$ cat config.mk
export PLATFORM = sky130hd
export DESIGN_NAME = ripple_carry_adder_pipeline_2
export DESIGN_NICKNAME = d
export VERILOG_FILES = /design/src/rtl/ripple_carry_adder_pipeline_2_pkg.sv /design/src/rtl/ripple_carry_adder_pipeline_2_ripple_adder.sv /design/src/rtl/ripple_carry_adder_pipeline_2.sv
export SDC_FILE = /design/constraint.sdc
export NUM_CORES = 1
export LEC_CHECK = 0
export CAP_MARGIN = 20
export CELL_PAD_IN_SITES_DETAIL_PLACEMENT = 0
export CELL_PAD_IN_SITES_GLOBAL_PLACEMENT = 1
export CORE_ASPECT_RATIO = 0.6
export CORE_UTILIZATION = 30
export DETAILED_ROUTE_END_ITERATION = 10
export GPL_ROUTABILITY_DRIVEN = 0
export PLACE_DENSITY_LB_ADDON = 0.1
export SYNTH_ARGS = -nofsm -noshare
export SYNTH_HDL_FRONTEND = slang
export SYNTH_SLANG_ARGS = --single-unit
$ cat constraint.sdc
create_clock -name clk -period 19.4 [get_ports clk]
set_input_delay 3.88 -clock clk [delete_from_list [all_inputs] [get_ports clk]]
set_output_delay 3.88 -clock clk [all_outputs]
set_load 0.01 [all_outputs]
$ cat src/rtl/ripple_carry_adder_pipeline_2_pkg.sv
// Shared definitions for the two-stage pipelined ripple-carry adder.
//   fa_eval : 1-bit full-adder equation, returns {carry_out, sum}.
package ripple_carry_adder_pipeline_2_pkg;

  localparam int PIPE_STAGES = 2;

  // Plain ripple cell: no generate/propagate lookahead.
  function automatic logic [1:0] fa_eval(input logic x, input logic y, input logic c);
    logic p;
    p = x ^ y;
    return {(x & y) | (c & p), p ^ c};
  endfunction

endpackage

$ cat src/rtl/ripple_carry_adder_pipeline_2_ripple_adder.sv
// Ripple-carry building blocks.
//   full_adder   : x, y, ci -> s, co (1 bit)
//   ripple_adder : x[W-1:0] + y[W-1:0] + ci -> s[W-1:0], co; a chain of W full_adders
module full_adder
  import ripple_carry_adder_pipeline_2_pkg::*;
(
  input  logic x,
  input  logic y,
  input  logic ci,
  output logic s,
  output logic co
);
  assign {co, s} = fa_eval(x, y, ci);
endmodule

module ripple_adder #(
  parameter int W = 32
) (
  input  logic [W-1:0] x,
  input  logic [W-1:0] y,
  input  logic         ci,
  output logic [W-1:0] s,
  output logic         co
);
  // c[i] is the carry into bit i; c[W] leaves the chain.
  logic [W:0] c;
  assign c[0] = ci;

  for (genvar i = 0; i < W; i++) begin : g_fa
    full_adder u_fa (
      .x  (x[i]),
      .y  (y[i]),
      .ci (c[i]),
      .s  (s[i]),
      .co (c[i+1])
    );
  end

  assign co = c[W];
endmodule

$ cat src/rtl/ripple_carry_adder_pipeline_2.sv
// Two-stage pipelined ripple-carry adder: {cout, sum} = a + b + cin.
// Stage 1 adds the lower half and registers it along with the upper operands
// and the mid carry; stage 2 adds the upper half and registers the result.
//   clk  : clock, rising edge
//   rst  : synchronous active-high reset, clears every pipeline register
//   a, b : Nbits operands (Nbits even, >= 2)
//   cin  : carry into bit 0
//   sum  : registered sum, valid 2 edges after the operands are sampled
//   cout : registered carry out of bit Nbits-1
module ripple_carry_adder_pipeline_2 #(
  parameter int Nbits = 64
) (
  input  logic             clk,
  input  logic             rst,
  input  logic [Nbits-1:0] a,
  input  logic [Nbits-1:0] b,
  input  logic             cin,
  output logic [Nbits-1:0] sum,
  output logic             cout
);
  localparam int L = Nbits / 2;
  localparam int H = Nbits - L;

  // stage 1
  logic [L-1:0] lo_sum;
  logic         c_mid;
  logic [L-1:0] lo_sum_r;
  logic         c_mid_r;
  logic [H-1:0] a_hi_r, b_hi_r;

  // stage 2
  logic [H-1:0] hi_sum;
  logic         hi_co;

  ripple_adder #(.W(L)) u_lo (
    .x  (a[L-1:0]),
    .y  (b[L-1:0]),
    .ci (cin),
    .s  (lo_sum),
    .co (c_mid)
  );

  ripple_adder #(.W(H)) u_hi (
    .x  (a_hi_r),
    .y  (b_hi_r),
    .ci (c_mid_r),
    .s  (hi_sum),
    .co (hi_co)
  );

  // Reset clears both stages together, so in-flight work is dropped and the
  // cycle after reset still reads 0 (stage 2 adds the cleared stage 1).
  always_ff @(posedge clk) begin
    if (rst) begin
      lo_sum_r <= '0;
      c_mid_r  <= 1'b0;
      a_hi_r   <= '0;
      b_hi_r   <= '0;
      sum      <= '0;
      cout     <= 1'b0;
    end else begin
      lo_sum_r <= lo_sum;
      c_mid_r  <= c_mid;
      a_hi_r   <= a[Nbits-1:L];
      b_hi_r   <= b[Nbits-1:L];
      sum      <= {hi_sum, lo_sum_r};
      cout     <= hi_co;
    end
  end
endmodule

==> results.yml <==
min_path:
  timing.hold.worst.class: "reg2reg"
outcome:
  status: "completed"
floorplan:
  dieArea_sq_um: 20900
  boundaryPins: 196
  die_h_microns: 112
  die_x_microns: 186
  initial_core_util: 0.313
  num_rows: 39
  core_region_area_sq_um: 19500
global_route:
  grt_usage: 0.119
  grt_overflow: 0
  grt_pass1_wl_mm: 18.3
  antenna_found_initial: 1
  grt_max_degree: 86
  grt_pass1_vias: 3570
timing:
  fmax_ghz: 0.0606
  period_minus_slack_ps: 16510
  fin_skew_ps: 6.44
  slew-limit-headroom: 0.496
  fin_crit_sh: 0.851
  finalHoldViolations: 0
  setup-violations-final: 0
  tns_ps: 0
  drv_slew: 0
  rsz0062_at_grt: "false"
  worst_slew_pin_slew_ps: 756
synthesis:
  synth_top_area_cell: "dfxtp_1"
  synth_cell_types: 10
  ys_ff_latch: 162
  syn_nets: 615
  seq_area_frac_synth: 0.532
  synth_cells: 420
  postSynthAreaPerCell_sq_um: 14.5
  ys_warn_count: 0
  netlist_area_sq_um: 6090
  ys_top_cells_by_area: "dfxtp_1 (53%), fa_1 (21%), nor2b_1 (8.4%), nor2b_2 (7.2%), nor2b_4 (5.4%)"
  synth_top_area_frac: 0.532
clock_tree:
  cts_buffers: 17
  cts_tree: "built"
  cts.sink_count: 162
  htree_num_levels: 4
  holdBufCountCts: 0
  clk_latency_ps: 420
  clk_pin_slew_ps: 60
  cts_setup_buffers: 0
  cts_resized: 0
  cts-root-buf: "clkbuf_16"
  cts_buffer_depth: 2
routing:
  num_vias: 3294
  ant_nets: 0
  initialDrtViolationCount: 74
  drt-total-wl_mm: 11.4
  vias_per_cell: 3.67
  wl_per_cell_microns: 12.7
  drt_pass1_iterations: 4
  drc_errors: 0
worst_setup_path:
  critical_path_required_ps: 19750
  slowest_delay_ps: 440
  criticalPathCategory: "in2reg"
  path_max_fanout: 1
  endpoint_kind: "flop"
  worstPathArrival_ps: 16850
  cp_common_cell: "fa_1"
  crit_slowest_cell: "fa_1"
  start_kind: "primary input"
final_layout:
  num_antenna_cells: 0
  mostFrequentLayoutCells: "clkdlybuf4s50_1 (194), dfxtp_1 (162), nor2b_1 (82)"
  drive_above_1_share: 0.168
  area_growth_pct: 44.6
  final_nets: 813
  mostFrequentLayoutCell: "clkdlybuf4s50_1"
power:
  ir_drop_mv: 0.0555
  p_per_area_nw_per_um2: 94.5
  total_power_uw: 832
  p_leak_nw: 3.47
placement:
  hpwl_mm: 8.32
  port_buffers: 195
run:
  timing.max_cap.violations: 0
## state kept, by name (all words and copies together), names as in the netlist
| register | cells |
|---|---|
| c_mid_r | 1 |
| b_hi_r | 32 |
| sum | 64 |
| lo_sum_r | 32 |
| cout | 1 |
| a_hi_r | 32 |
## path summary, 6_finish.rpt
kind | start | depth (start not counted) | end | slack, ps
max reg2reg | c_mid_r | 36 | sum[63] | 4100
min | lo_sum_r[24] | 1 | sum[24] | 430
max | a[0] | 37 | lo_sum_r[31] | 2890
min reg2reg | lo_sum_r[24] | 1 | sum[24] | 430
## synth_stat cells
cell type,n
buf_12,7
buf_2,8
buf_6,3
dfxtp_1,162
fa_1,64
inv_1,14
nor2_1,6
nor2b_1,82
nor2b_2,50
nor2b_4,24
## per-layer routing
layer  track usage  part of all wire  vias to the layer above  wire length [microns]
met3        0.0685              0.11                       10                   1260
li1              -                 -                     1639                      -
met1         0.157              0.48                     1529                   5410
met5             0                 0                        -                      0
met4        0.0508             0.013                        0                    145
met2         0.156              0.40                      116                   4540
## cell families (layout without fill, tap and decap cells)
| family | Yosys count | in the layout | synth area share |
|---|---|---|---|
| buf+inv | 32 | 243 | 0.0437 |
| fa+ha+maj | 64 | 64 | 0.210 |
| flops | 162 | 162 | 0.532 |
| simple gates | 162 | 162 | 0.214 |
## area by class of cell
type	instances	area [sq um]
Clock buffer	23	478
Clock inverter	9	129
Fill cell	1775	10700
Inverter	14	52.6
Multi-Input combinational cell	226	2580
Sequential cell	162	3240
Tap cell	266	333
Timing Repair Buffer	197	1990
## critical path, delay by kind of cell
| family | cells | cell delay (ps) |
|---|---|---|
| adder cells (fa/ha/maj) | 32 | 12280 |
| buffers and inverters | 4 | 620 |
| AND/OR/NAND/NOR | 1 | 80 |
## per-stage QoR
stage | utilization | instances | instance area (sq um) | setup slack, ps | hold WS (ps)
2_1_floorplan | - | 420 | 6090 | 3290 | 415
3_3_place_gp | 0.420 | 864 | 8180 | 2470 | 418
3_5_place_dp | 0.420 | 864 | 8180 | 2350 | 420
4_1_cts | 0.451 | 896 | 8780 | 2830 | 439
5_1_grt | 0.453 | 897 | 8810 | 2350 | 443
6_report | 0.453 | 897 | 8810 | 2890 | 433
## power by group
part | switching (mW) | internal (mW)
registers | 0.00818 | 0.361
clock network | 0.130 | 0.212
logic | 0.0417 | 0.0788
No activity file was read; power rests on OpenSTA's default activity.
==> RTL edit: new RTL, config.mk and constraints unchanged <==
`lo_sum_r` and `sum` no longer have a reset.
--- a/src/rtl/ripple_carry_adder_pipeline_2.sv
+++ b/src/rtl/ripple_carry_adder_pipeline_2.sv
@@ -52,20 +52,21 @@
   // cycle after reset still reads 0 (stage 2 adds the cleared stage 1).
   always_ff @(posedge clk) begin
     if (rst) begin
-      lo_sum_r <= '0;
       c_mid_r  <= 1'b0;
       a_hi_r   <= '0;
       b_hi_r   <= '0;
-      sum      <= '0;
       cout     <= 1'b0;
     end else begin
-      lo_sum_r <= lo_sum;
       c_mid_r  <= c_mid;
       a_hi_r   <= a[Nbits-1:L];
       b_hi_r   <= b[Nbits-1:L];
-      sum      <= {hi_sum, lo_sum_r};
       cout     <= hi_co;
     end
   end
+
+  always_ff @(posedge clk) begin
+    lo_sum_r <= lo_sum;
+    sum      <= {hi_sum, lo_sum_r};
+  end
 endmodule
 
Function: changed (Yosys sat finds a counterexample within 4 cycles, from zero or initial values and one cycle with rst high).
==> RTL edit against the original RTL <==
Area after synthesis down 17%; final area is 10% lower; critical path type unchanged; sequential cell count is the same; setup slack improved by 0.026 ns; total power grew 4.5%; largest cell class unchanged; highest routed layer unchanged; sequential share of layout area is 4.3 points higher; global-route usage shrank 0.49 points; routed wire length shrank 19%.
==> RTL edit: results (changes against the original RTL) <==
stage,metric,value,unit,change
placed_design,Final HPWL DP,6.908,mm,was 8.324 mm
global_route,largest net degree at the start of global routing,67,,was 86
global_route,global-route wire length before repair,14.17,mm,was 18.32 mm
placed_design,I/O Buffers,195,,unchanged
global_route,Tot GR Track Use,0.1141,,was 0.1191
run_status,status,completed,,unchanged
yosys,"Net Count, Synth",512,,was 615
setup_path,Worst EP arrival,16.84,ns,was 16.85 ns
cts,Post-CTS Repair Setup Buffers,0,,unchanged
finish,Nets,720,,was 813
finish,max reg flops,64,,unchanged
yosys,synth unique cells,8,,was 10
yosys,yosys warns,0,,unchanged
setup_path,Worst path slowest cell,fa_1,,unchanged
finish,filler cell count,1436,,was 1775
finish,ANT cells,0,,unchanged
cts,CTS max path bufs,2,,unchanged
placed_design,placed cell areas,7239,sq um,was 8177 sq um
finish,layout cells sized above 1,0.06320,,was 0.1680
power_and_ir_drop,Total Power,0.0008696,W,was 0.0008323 W
power_and_ir_drop,worst vdd ir,49.97,uV,was 55.54 uV
setup_path,Critical Path Fanout Max,1,,unchanged
global_route,vias in the first global route,2842,,was 3570
cts,Root Buffer Master,clkbuf_16,,unchanged
yosys,"FFs w/ async S/R, synth",0,,unchanged
hold_path,Worst Min Path Start,lo_sum_r[11]$_DFF_P_,,was lo_sum_r[24]$_SDFF_PP0_
finish,largest reg by FF count,sum,,unchanged
hold_path,worst hold path type,flop to flop,,unchanged
route,DR vias/cell,3.565,,was 3.672
setup_path,Crit. Startpoint,a[0],,unchanged
setup_path,max incr delay on CP,0.44,ns,about the same
cts,Worst-path clk slew,0.06,ns,about the same
yosys,synth top area cells,"dfxtp_1, fa_1, nor2b_1",,unchanged
yosys,most instantiated cells after synthesis,"dfxtp_1, fa_1, nor2b_1",,"was dfxtp_1, nor2b_1, fa_1"
yosys,number of flops mapped to enable cells by yosys,0,,unchanged
cts,clock buffer count from CTS,17,,unchanged
timing,Worst Clk Skew,0.009195,ns,was 0.006440 ns
timing,Slew @ Worst Pin,0.6981,ns,was 0.7565 ns
route,drt initial violations,120,,was 74
placed_design,Place WS,2.414,ns,was 2.349 ns
yosys,"Seq/Total Area, Yosys",0.6406,,was 0.5321
setup_path,Critical R2R Launch,c_mid_r$_SDFF_PP0_,,unchanged
cts,cts repair resizes,0,,unchanged
route,drt first pass iters,4,,unchanged
cts,CTS H-tree depth,4,,unchanged
route,WL/cell,11.94,um,was 12.66 um
global_route,initial antenna violation count,0,,was 1
cts,Skew-Pair Late Insertion Delay,0.41,ns,
power_and_ir_drop,Leak,3.198,nW,was 3.471 nW
## RTL edit: cell types whose count changed in the layout (fill, tap and decap cells not counted), moves of 3 or more
cell	delta
nor2_1	-4
nor2b_2	-50
nor2b_1	-18
clkinv_2	-3
clkbuf_1	-3
inv_6	+4
inv_1	+4
nor2b_4	-24
## RTL edit: kinds of logic (layout without fill, tap and decap cells)
family / after synthesis / after routing / synth area share
flops: 162 / 162 / 0.6406
buf+inv: 25 / 246 / 0.02570
simple gates: 66 / 66 / 0.08057
fa+ha+maj: 64 / 64 / 0.2531
## RTL edit: layer usage
| metal | vias up | global-route usage | routed length (um) |
|---|---|---|---|
| met5 | - | 0 | 0 |
| met4 | 0 | 0.04574 | 82 |
| met3 | 5 | 0.09559 | 1541 |
| met2 | 126 | 0.1447 | 3595 |
| met1 | 1239 | 0.1367 | 3926 |
| li1 | 1361 | - | - |
## RTL edit: worst max-delay path, delay by kind of cell
| kind | cells | cell delay, ns |
|---|---|---|
| adders and majority gates | 32 | 12.27 |
| buffers and inverters | 5 | 0.67 |
## RTL edit: area by class of cell
cell class              instances  area (sq um)  share of cell area
clock inverters                13         196.4             0.02490
clock buffers                  19         452.9             0.05741
flip-flops and latches        162          3243              0.4111
inverters                      18         67.56            0.008565
repair buffers                196          1954              0.2477
well taps                     228         285.3             0.03616
multi-input cells             130          1689              0.2141
## RTL edit: final timing paths
check                         end  slack (ns)  cells past startpoint
min reg2reg       sum[11]$_DFF_P_        0.33                      0
max reg2reg       sum[63]$_DFF_P_        4.14                     36
max          lo_sum_r[31]$_DFF_P_        2.92                     37
min               sum[11]$_DFF_P_        0.33                      0
## RTL edit: stage by stage
| stage | util | cells |
|---|---|---|
| global placement | 0.4428 | 734 |
| floorplan | - | 317 |
| detailed placement | 0.4428 | 734 |
| finish | 0.4825 | 766 |
| CTS | 0.4825 | 766 |
| global route | 0.4825 | 766 |
## RTL edit: power breakdown
part | leakage [nW] | switching, W | internal (W)
sequential | 1.36 | 0.0000118 | 0.000379
clock | 0.311 | 0.000134 | 0.000225
combinational | 1.53 | 0.0000435 | 0.0000768
total | 3.20 | 0.000189 | 0.000680
